`src/rtl/nios2_oci_dct_monitor.sv`:
```
// nios2_oci_dct_monitor
// Captures {dct_count, dct_buffer} snapshots from the Nios II OCI DCT stream
// into a show-ahead FIFO, counts dropped snapshots, and sequences an
// end-of-test drain (RUN -> ENDING -> DRAIN -> DONE).
//
// Ports:
//   clk, reset            clock and synchronous active-high reset
//   dct_buffer/dct_count  snapshot payload
//   dct_valid             snapshot strobe
//   test_ending           test finishing (level or pulse)
//   test_has_ended        test finished (level or pulse)
//   rd_ready              reader accepts head record
//   rd_valid/rd_data      head record (rd_data is 0 when empty)
//   level                 FIFO occupancy 0..DEPTH
//   overflow_cnt          saturating count of dropped snapshots
//   state                 0=RUN 1=ENDING 2=DRAIN 3=DONE
//   drained               high only in DONE
module nios2_oci_dct_monitor #(
  parameter int unsigned DCT_W = 30,
  parameter int unsigned CNT_W = 4,
  parameter int unsigned DEPTH = 16,
  parameter int unsigned OVF_W = 16
) (
  input  logic                       clk,
  input  logic                       reset,
  input  logic [DCT_W-1:0]           dct_buffer,
  input  logic [CNT_W-1:0]           dct_count,
  input  logic                       dct_valid,
  input  logic                       test_ending,
  input  logic                       test_has_ended,
  input  logic                       rd_ready,
  output logic                       rd_valid,
  output logic [CNT_W+DCT_W-1:0]     rd_data,
  output logic [$clog2(DEPTH):0]     level,
  output logic [OVF_W-1:0]           overflow_cnt,
  output logic [1:0]                 state,
  output logic                       drained
);

  localparam int unsigned AW = $clog2(DEPTH);
  localparam int unsigned LW = AW + 1;
  localparam int unsigned DW = CNT_W + DCT_W;

  typedef enum logic [1:0] {
    ST_RUN    = 2'd0,
    ST_ENDING = 2'd1,
    ST_DRAIN  = 2'd2,
    ST_DONE   = 2'd3
  } state_e;

  state_e          r_state;
  state_e          w_state_nxt;
  logic [DW-1:0]   r_mem [DEPTH];
  logic [AW-1:0]   r_wr_ptr;
  logic [AW-1:0]   r_rd_ptr;
  logic [LW-1:0]   r_level;
  logic [LW-1:0]   w_level_nxt;
  logic [OVF_W-1:0] r_ovf;
  logic            r_drained;

  logic w_cap;
  logic w_pop;
  logic w_full;
  logic w_push;
  logic w_drop;

  // Capture only while the test is still producing trace.
  assign w_cap  = dct_valid && (dct_count != '0) &&
                  ((r_state == ST_RUN) || (r_state == ST_ENDING));
  assign w_pop  = (r_level != '0) && rd_ready;
  assign w_full = (r_level == LW'(DEPTH));
  // A full FIFO still accepts when the head leaves in the same cycle.
  assign w_push = w_cap && (!w_full || w_pop);
  assign w_drop = w_cap && w_full && !w_pop;

  // Occupancy after this cycle's push/pop.
  always_comb begin
    w_level_nxt = r_level;
    if (w_push && !w_pop) begin
      w_level_nxt = r_level + LW'(1);
    end else if (w_pop && !w_push) begin
      w_level_nxt = r_level - LW'(1);
    end
  end

  // Next-state logic for the end-of-test sequence.
  always_comb begin
    w_state_nxt = r_state;
    case (r_state)
      ST_RUN: begin
        if (test_has_ended) begin
          w_state_nxt = ST_DRAIN;
        end else if (test_ending) begin
          w_state_nxt = ST_ENDING;
        end
      end
      ST_ENDING: begin
        if (test_has_ended) begin
          w_state_nxt = ST_DRAIN;
        end
      end
      ST_DRAIN: begin
        if (w_level_nxt == '0) begin
          w_state_nxt = ST_DONE;
        end
      end
      default: w_state_nxt = ST_DONE;
    endcase
  end

  // State, pointers, occupancy and overflow counter.
  always_ff @(posedge clk) begin
    if (reset) begin
      r_state   <= ST_RUN;
      r_wr_ptr  <= '0;
      r_rd_ptr  <= '0;
      r_level   <= '0;
      r_ovf     <= '0;
      r_drained <= 1'b0;
    end else begin
      r_state   <= w_state_nxt;
      r_level   <= w_level_nxt;
      r_drained <= (w_state_nxt == ST_DONE);
      if (w_push) begin
        r_wr_ptr <= r_wr_ptr + AW'(1);
      end
      if (w_pop) begin
        r_rd_ptr <= r_rd_ptr + AW'(1);
      end
      if (w_drop && !(&r_ovf)) begin
        r_ovf <= r_ovf + OVF_W'(1);
      end
    end
  end

  // Storage is intentionally not reset; pointers define what is valid.
  always_ff @(posedge clk) begin
    if (w_push) begin
      r_mem[r_wr_ptr] <= {dct_count, dct_buffer};
    end
  end

  assign rd_valid     = (r_level != '0);
  assign rd_data      = rd_valid ? r_mem[r_rd_ptr] : '0;
  assign level        = r_level;
  assign overflow_cnt = r_ovf;
  assign state        = r_state;
  assign drained      = r_drained;

endmodule

```
`config.mk`:
```
export PLATFORM = sky130hd
export DESIGN_NAME = nios2_oci_dct_monitor
export DESIGN_NICKNAME = d
export VERILOG_FILES = /design/src/rtl/nios2_oci_dct_monitor.sv
export SDC_FILE = /design/constraint.sdc
export NUM_CORES = 1
export LEC_CHECK = 0
export ABC_AREA = 1
export BUFFER_PORTS_ARGS = -buffer_cell sky130_fd_sc_hd__buf_2
export CAP_MARGIN = 10
export CORE_UTILIZATION = 61
export CTS_CLUSTER_DIAMETER = 200
export DETAILED_ROUTE_END_ITERATION = 7
export PLACE_DENSITY = 0.79
export SLEW_MARGIN = 20
export SYNTH_ARGS = -nofsm -noshare
export SYNTH_HDL_FRONTEND = slang
export SYNTH_SLANG_ARGS = --single-unit
```
`constraint.sdc`:
```
create_clock -name clk -period 4.7 [get_ports clk]
set_input_delay 0.94 -clock clk [delete_from_list [all_inputs] [get_ports clk]]
set_output_delay 0.94 -clock clk [all_outputs]
set_load 0.1 [all_outputs]
```
==> results.tsv, run 1 <==
metric	value	unit
postSynth.topFlopCell	sky130_fd_sc_hd__edfxtp_1	
number_of_rows_in_the_core_area	70	
synthCells	1761	
grt_start_max_net_pins	273	
clock_latency_on_the_worst_skew_pair	0.61	ns
place_congestion	0.8224	
rsz_0062_raised_after_global_routing	false	
hpwl	30480	um
wl_met2	27960	um
synth-seq-area-share	74.20	%
ys_seq_elements	580	
grt.total_usage	29.15	%
synthDistinctLibCells	40	
cts_buffer_depth	3	
number_of_filler_cells_placed_in_the_layout	2431	
max_slew_margin	32.61	%
syn_to_final_growth	12.36	%
cts_tree	built	
fin_nets	1880	
peakVddDrop	346.6	uV
syn_area	22990	um^2
numCtsBuffers	55	
post_cts_hold_buffers	0	
fin_setup_tns	0	ns
min_period_over_period	93.48	%
post-route-min-period	4.393	ns
die_x	196.1	um
cts.clk_slew.worst_paths	0.06	ns
cp_top_family	buffers and inverters	
p_per_area	531.3	nW/um^2
floorplan.io_pins	99	
htreeDepth	2	
critical-path-slowest-cell	sky130_fd_sc_hd__buf_2	
hold_path_class	flip-flop to flip-flop	
cts_resized	0	
finalMaxSlewViolations	0	
place.port_buffers	98	
count_of_max_cap_constraint_violations	0	
grt_first_pass_wirelength	84390	um
critical_path.max_fanout	141	
drive_gt1_share	13.72	%
final_cell_mix	544 x sky130_fd_sc_hd__edfxtp_1, 323 x sky130_fd_sc_hd__nor2_1, 277 x sky130_fd_sc_hd__o21ai_0	
power_leakage	8.564	nW
average_instance_area_after_synthesis	13.05	um^2
syn-num-nets	1809	
critPathRequiredTime	3.76	ns
critical_path_buf_inv_count	3	
arrival	3.45	ns
top_layer	met4	
first_global_vias	15017	
viasPerCell	6.399	
status	finished, final reports clean	
synth-warning-count	0	
setup.worst_path.class	flip-flop to output pin	
timing.critical_path.from_type	flip-flop	
skew	0.02452	ns
design.die.area	38460	um^2
crit_path_max_incr_delay	0.48	ns
detailedPlace.worstSlack	1.014	ns
async_flop_share	0	%
drt_drc_violations_left	0	
wl_met3	4826	um
dr.first_iter.drc_count	1787	
route.final.wire_length	55950	um
floorplan.initialDensity	62.34	%
max_freq	227.6	MHz
remaining_antenna_violation_count	0	
clock_tree_root_buffer_cell	sky130_fd_sc_hd__clkbuf_16	
worst_slew_pin_slew	1.011	ns
sum_of_routed_wire_segments_on_met1	21270	um
grt.overflow.total	0	
path_cells	buf_12 > buf_16 > o21ai_0 > o221ai_1 > nand3_1 > a21oi_1 > buf_2	
design.core.area	36870	um^2
finalCoreUtilization	70.04	%
most_frequent_standard_cell_in_the_layout_excluding_fill_and_tap_cells	sky130_fd_sc_hd__edfxtp_1	
finalSetupViolCount	0	
endpoint_kind	output pin	
detail_route.first_pass.iterations	6	
vias	15223	
cts.sink_count	580	
die_y	196.1	um
cts_setup_buffers	0	
hold_viol_final	0	
wire_per_inst	23.52	um
number_of_flops_mapped_to_enable_cells_by_yosys	544	
final_critical_path_setup_slack	0.3065	ns
initial_antenna_violation_count	1	
[layer usage]
metal	GRT usage, %	vias up
met3	4.899	126
met2	48.94	825
met1	38.14	7535
met5	0	-
li1	-	6737
met4	11.78	0
[tightest hold or removal path, stage by stage, from the launching register on]
cell                      delay [ns]
sky130_fd_sc_hd__dfxtp_1        0.32
sky130_fd_sc_hd__inv_1          0.06
sky130_fd_sc_hd__a21oi_1        0.06
[cells by family after synthesis]
| kind of cell | count (synthesis) | share of synthesized area [%] |
|---|---|---|
| AOI/OAI and AO/OA | 508 | 12.94 |
| xor gates and xnor gates | 6 | 0.2286 |
| adders and majority gates | 8 | 0.4355 |
| buffers and inverters | 164 | 3.130 |
| DFF | 580 | 74.20 |
| and+or+nand+nor | 495 | 9.063 |
[Yosys cell counts, types with 2 or more instances]
master,n,area [um^2]
sky130_fd_sc_hd__buf_2,27,135.1
sky130_fd_sc_hd__inv_2,7,26.28
sky130_fd_sc_hd__buf_6,5,56.30
sky130_fd_sc_hd__o221ai_1,100,875.8
sky130_fd_sc_hd__clkbuf_1,77,289.0
sky130_fd_sc_hd__nand3_4,2,35.03
sky130_fd_sc_hd__buf_4,7,52.55
sky130_fd_sc_hd__edfxtp_1,544,16340
sky130_fd_sc_hd__nand2_2,4,25.02
sky130_fd_sc_hd__nand4_1,5,31.28
sky130_fd_sc_hd__nand2_1,52,195.2
sky130_fd_sc_hd__a31oi_1,2,12.51
sky130_fd_sc_hd__nand3_1,69,345.3
sky130_fd_sc_hd__nor2_2,4,25.02
sky130_fd_sc_hd__o22ai_1,36,225.2
sky130_fd_sc_hd__o21ai_0,277,1386
sky130_fd_sc_hd__ha_1,8,100.1
sky130_fd_sc_hd__clkinv_1,2,7.510
sky130_fd_sc_hd__a21oi_1,61,305.3
sky130_fd_sc_hd__xor2_1,5,43.79
sky130_fd_sc_hd__buf_1,3,11.26
sky130_fd_sc_hd__nor3_2,2,20.02
sky130_fd_sc_hd__o21ai_1,30,150.1
sky130_fd_sc_hd__dfxtp_1,36,720.7
sky130_fd_sc_hd__nor2_1,339,1272
sky130_fd_sc_hd__nor3_1,10,50.05
sky130_fd_sc_hd__inv_1,34,127.6
[per-stage QoR]
stage	instances	total power [mW]	hold slack, ns	instance area (um^2)
global placement	2278	9.420	0.4531	24080
CTS	2376	13.71	0.4689	25790
finish	2379	13.72	0.4722	25830
detailed placement	2278	9.512	0.4606	24080
floorplan	1761	8.665	0.4362	22990
global route	2377	14.17	0.5066	25820
[path summary, 6_finish.rpt]
| kind | from | to | slack, ns | cells after the start |
|---|---|---|---|---|
| worst max register to register | level[0]$_SDFF_PP0_ | r_mem[14][20]$_DFFE_PP_ | 1.66 | 10 |
| worst min register to register | r_rd_ptr[2]$_SDFFE_PP0N_ | flip-flop | 0.47 | 2 |
| worst min-delay path | r_rd_ptr[2]$_SDFFE_PP0N_ | flip-flop | 0.47 | 2 |
| worst max-delay path | flip-flop | rd_data[22] | 0.31 | 7 |
[power breakdown]
group	internal [mW]	leakage (nW)	switching (mW)
Clock	2.41	0.828	1.85
Combinational	0.734	2.54	2.97
Sequential	5.71	5.20	0.0438
[flip-flops by register name (all words and copies together), names as in the netlist, named ones only]
name          count
r_mem           544
overflow_cnt     16
level             5
r_rd_ptr          4
r_wr_ptr          4
state             2
drained           1
[area by class of cell]
| type | count | area (um^2) | share of cell area [%] |
|---|---|---|---|
| flip-flops and latches | 580 | 17070 | 66.07 |
| multi-input cells | 1017 | 5331 | 20.64 |
| clock buffers | 63 | 1406 | 5.445 |
| repair buffers | 133 | 898.4 | 3.478 |
| well taps | 504 | 630.6 | 2.442 |
| clock inverters | 35 | 309.0 | 1.197 |
| inverters | 45 | 181.4 | 0.7025 |
| diodes | 2 | 5.005 | 0.01938 |
Note: power is estimated with default switching activity, not from simulation.
==> run 2: changes to the inputs <==
- ABC_AREA: 1 -> default
==> results.tsv, run 2 <==
metric	value	unit	change
syn-num-nets	1059		-41%
status	finished, final reports clean		
initial_antenna_violation_count	1		unchanged
rsz_0062_raised_after_global_routing	false		
cts_buffer_depth	3		unchanged
most_frequent_standard_cell_in_the_layout_excluding_fill_and_tap_cells	sky130_fd_sc_hd__edfxtp_1		
async_flop_share	0	%	unchanged
design.core.area	35910	um^2	-2.6%
synthDistinctLibCells	43		+7.5%
post_cts_hold_buffers	0		unchanged
first_global_vias	11487		-24%
place.port_buffers	98		unchanged
syn_area	22460	um^2	-2.3%
place_congestion	0.7708		-6.3%
power_leakage	8.043	nW	-6.1%
fin_setup_tns	0	ns	unchanged
design.die.area	37580	um^2	-2.3%
route.final.wire_length	48320	um	-14%
wire_per_inst	29.14	um	+24%
ys_seq_elements	580		unchanged
clock_latency_on_the_worst_skew_pair	0.57	ns	-0.04 ns
grt_start_max_net_pins	77		-72%
floorplan.io_pins	99		unchanged
setup.worst_path.class	flip-flop to output pin		
cts_tree	built		
grt.overflow.total	0		unchanged
clock_tree_root_buffer_cell	sky130_fd_sc_hd__clkbuf_16		
synthCells	1011		-43%
detail_route.first_pass.iterations	5		-1
viasPerCell	6.606		+3.2%
peakVddDrop	757.9	uV	+120%
final.hold.worst_slack	0.4872	ns	+0.01499 ns
post-route-min-period	4.179	ns	-0.2140 ns
dr.first_iter.drc_count	1021		-43%
endpoint_kind	output pin		
cp_top_family	multiplexers		
average_instance_area_after_synthesis	22.21	um^2	+70%
drt_drc_violations_left	0		unchanged
floorplan.initialDensity	62.52	%	+0.18 points
synth.top_cells.by_count	544 x sky130_fd_sc_hd__edfxtp_1, 170 x sky130_fd_sc_hd__mux4_2, 39 x sky130_fd_sc_hd__nor2_1		
finalSetupViolCount	0		unchanged
cts_setup_buffers	0		unchanged
worst_slew_pin_slew	0.8365	ns	-0.1743 ns
crit_path_max_incr_delay	0.67	ns	+0.19 ns
remaining_antenna_violation_count	0		unchanged
min_period_over_period	88.92	%	-4.6 points
fin_nets	1199		-36%
cts.clk_slew.worst_paths	0.06	ns	about the same
die_y	193.9	um	-1.1%
post-synth-top-count-cell	sky130_fd_sc_hd__edfxtp_1		
arrival	3.24	ns	-0.21 ns
synth.area.top_cells	sky130_fd_sc_hd__edfxtp_1 73%, sky130_fd_sc_hd__mux4_2 17%, sky130_fd_sc_hd__dfxtp_1 3.2%, sky130_fd_sc_hd__and2_1 1.0%, sky130_fd_sc_hd__nor2_1 0.65%		
p_total	13.94	mW	+1.6%
drive_gt1_share	34.23	%	+21 points
number_of_flops_mapped_to_enable_cells_by_yosys	544		unchanged
max_slew_margin	44.23	%	+12 points
largest_register	r_mem		
cts_resized	0		unchanged
max_freq	239.3	MHz	+5.1%
skew	0.01728	ns	-0.007246 ns
critical_path_buf_inv_count	2		-1
synth_top_area_share	72.75	%	+1.7 points
vias	10953		-28%
htreeDepth	2		unchanged
number_of_rows_in_the_core_area	69		-1.4%
hold_path_class	flip-flop to flip-flop		
syn_to_final_growth	14.19	%	
die_x	193.9	um	-1.1%
critical-path-slowest-cell	sky130_fd_sc_hd__dfxtp_4		
cts.sink_count	580		unchanged
postSynth.topFlopCell	sky130_fd_sc_hd__edfxtp_1		
final_cell_mix	544 x sky130_fd_sc_hd__edfxtp_1, 170 x sky130_fd_sc_hd__mux4_2, 98 x sky130_fd_sc_hd__buf_2		
numCtsBuffers	56		+1.8%
finalCoreUtilization	71.39	%	+1.4 points
hpwl	25570	um	-16%
grt_first_pass_wirelength	72640	um	-14%
synth-seq-area-share	75.96	%	+1.8 points
critical_path.max_fanout	48		-66%
p_per_area	543.9	nW/um^2	+2.4%
grt.total_usage	26.60	%	-2.5 points
hold_viol_final	0		unchanged
synth-warning-count	0		unchanged
final_cell_area	25640	um^2	-0.72%
number_of_filler_cells_placed_in_the_layout	2004		-18%
path_cells	buf_12 > mux4_2 > mux4_2 > and2_1 > buf_2		
critical_path.most_common_cell	sky130_fd_sc_hd__mux4_2		
critPathRequiredTime	3.76	ns	about the same
placed_standard_cell_area	23870	um^2	-0.85%
count_of_max_cap_constraint_violations	0		unchanged
finalMaxSlewViolations	0		unchanged
largest_register_ffs	544		unchanged
yosys.area.top_type	sky130_fd_sc_hd__edfxtp_1		
timing.critical_path.from_type	flip-flop		
==> run 2: changes by cell type after synthesis, moves of 52 or more <==
cell	previous run	this run
sky130_fd_sc_hd__nor2_1	339	39
sky130_fd_sc_hd__nand3_1	69	8
sky130_fd_sc_hd__mux4_2	0	170
sky130_fd_sc_hd__clkbuf_1	77	25
sky130_fd_sc_hd__o21ai_0	277	4
sky130_fd_sc_hd__o221ai_1	100	0
==> run 2: final timing paths <==
check / to / start / depth (start not counted) / slack, ns
worst max-delay path: rd_data[0] / flip-flop / 5 / 0.52
worst min-delay path: overflow_cnt[15]$_SDFFE_PP0P_ / overflow_cnt[15]$_SDFFE_PP0P_ / 2 / 0.49
worst max register to register: r_mem[3][18]$_DFFE_PP_ / level[0]$_SDFF_PP0_ / 8 / 1.60
worst min register to register: overflow_cnt[15]$_SDFFE_PP0P_ / overflow_cnt[15]$_SDFFE_PP0P_ / 2 / 0.49
==> run 2: per-layer routing <==
layer / vias to the layer above / global-route usage (%) / part of all wire (%)
met3: 84 / 4.940 / 7.9
li1: 4535 / - / -
met4: 0 / 8.671 / 2.4
met5: - / 0 / 0
met1: 5733 / 35.52 / 38
met2: 601 / 44.97 / 52
==> run 2: kinds of logic (layout without fill, tap and decap cells) <==
group | count (synthesis) | count (layout) | synth area share (%)
simple gates | 134 | 134 | 3.221
compound gates | 38 | 38 | 1.192
fa+ha+maj | 8 | 8 | 0.4458
other cells | 0 | 2 | 0
xor+xnor | 20 | 20 | 0.7801
buf+inv | 60 | 244 | 1.309
flops | 580 | 580 | 75.96
mux | 171 | 171 | 17.09
==> run 2: worst reg2reg max path, cell delays in order, from the launching register on <==
cell and delay, ns:
sky130_fd_sc_hd__dfxtp_1 0.47, sky130_fd_sc_hd__inv_1 0.14, sky130_fd_sc_hd__ha_1 0.27, sky130_fd_sc_hd__nor3b_1 0.18, sky130_fd_sc_hd__a211oi_1 0.21, sky130_fd_sc_hd__buf_4 0.24
sky130_fd_sc_hd__nand2_1 0.31, sky130_fd_sc_hd__nor3_4 0.70, sky130_fd_sc_hd__buf_12 0.27
==> run 2: power by group <==
group	switching, mW	internal (mW)
combinational	2.66	1.18
clock	1.82	2.45
sequential	0.115	5.72
==> run 2: area by class of cell <==
type	instances	area, um^2	share of cell area (%)
diodes	2	5.005	0.01952
clock buffers	78	1619	6.314
flip-flops and latches	580	17070	66.56
clock inverters	24	142.6	0.5563
multi-input cells	371	5240	20.44
inverters	8	30.03	0.1171
repair buffers	134	960.9	3.748
well taps	461	576.8	2.250
==> run 2: stage by stage <==
step                std cells  setup slack [ns]
global route             1656            0.3334
detailed placement       1554             1.068
finish                   1658            0.5206
CTS                      1656            0.4232
floorplan                1011           0.05455
global placement         1554             1.105
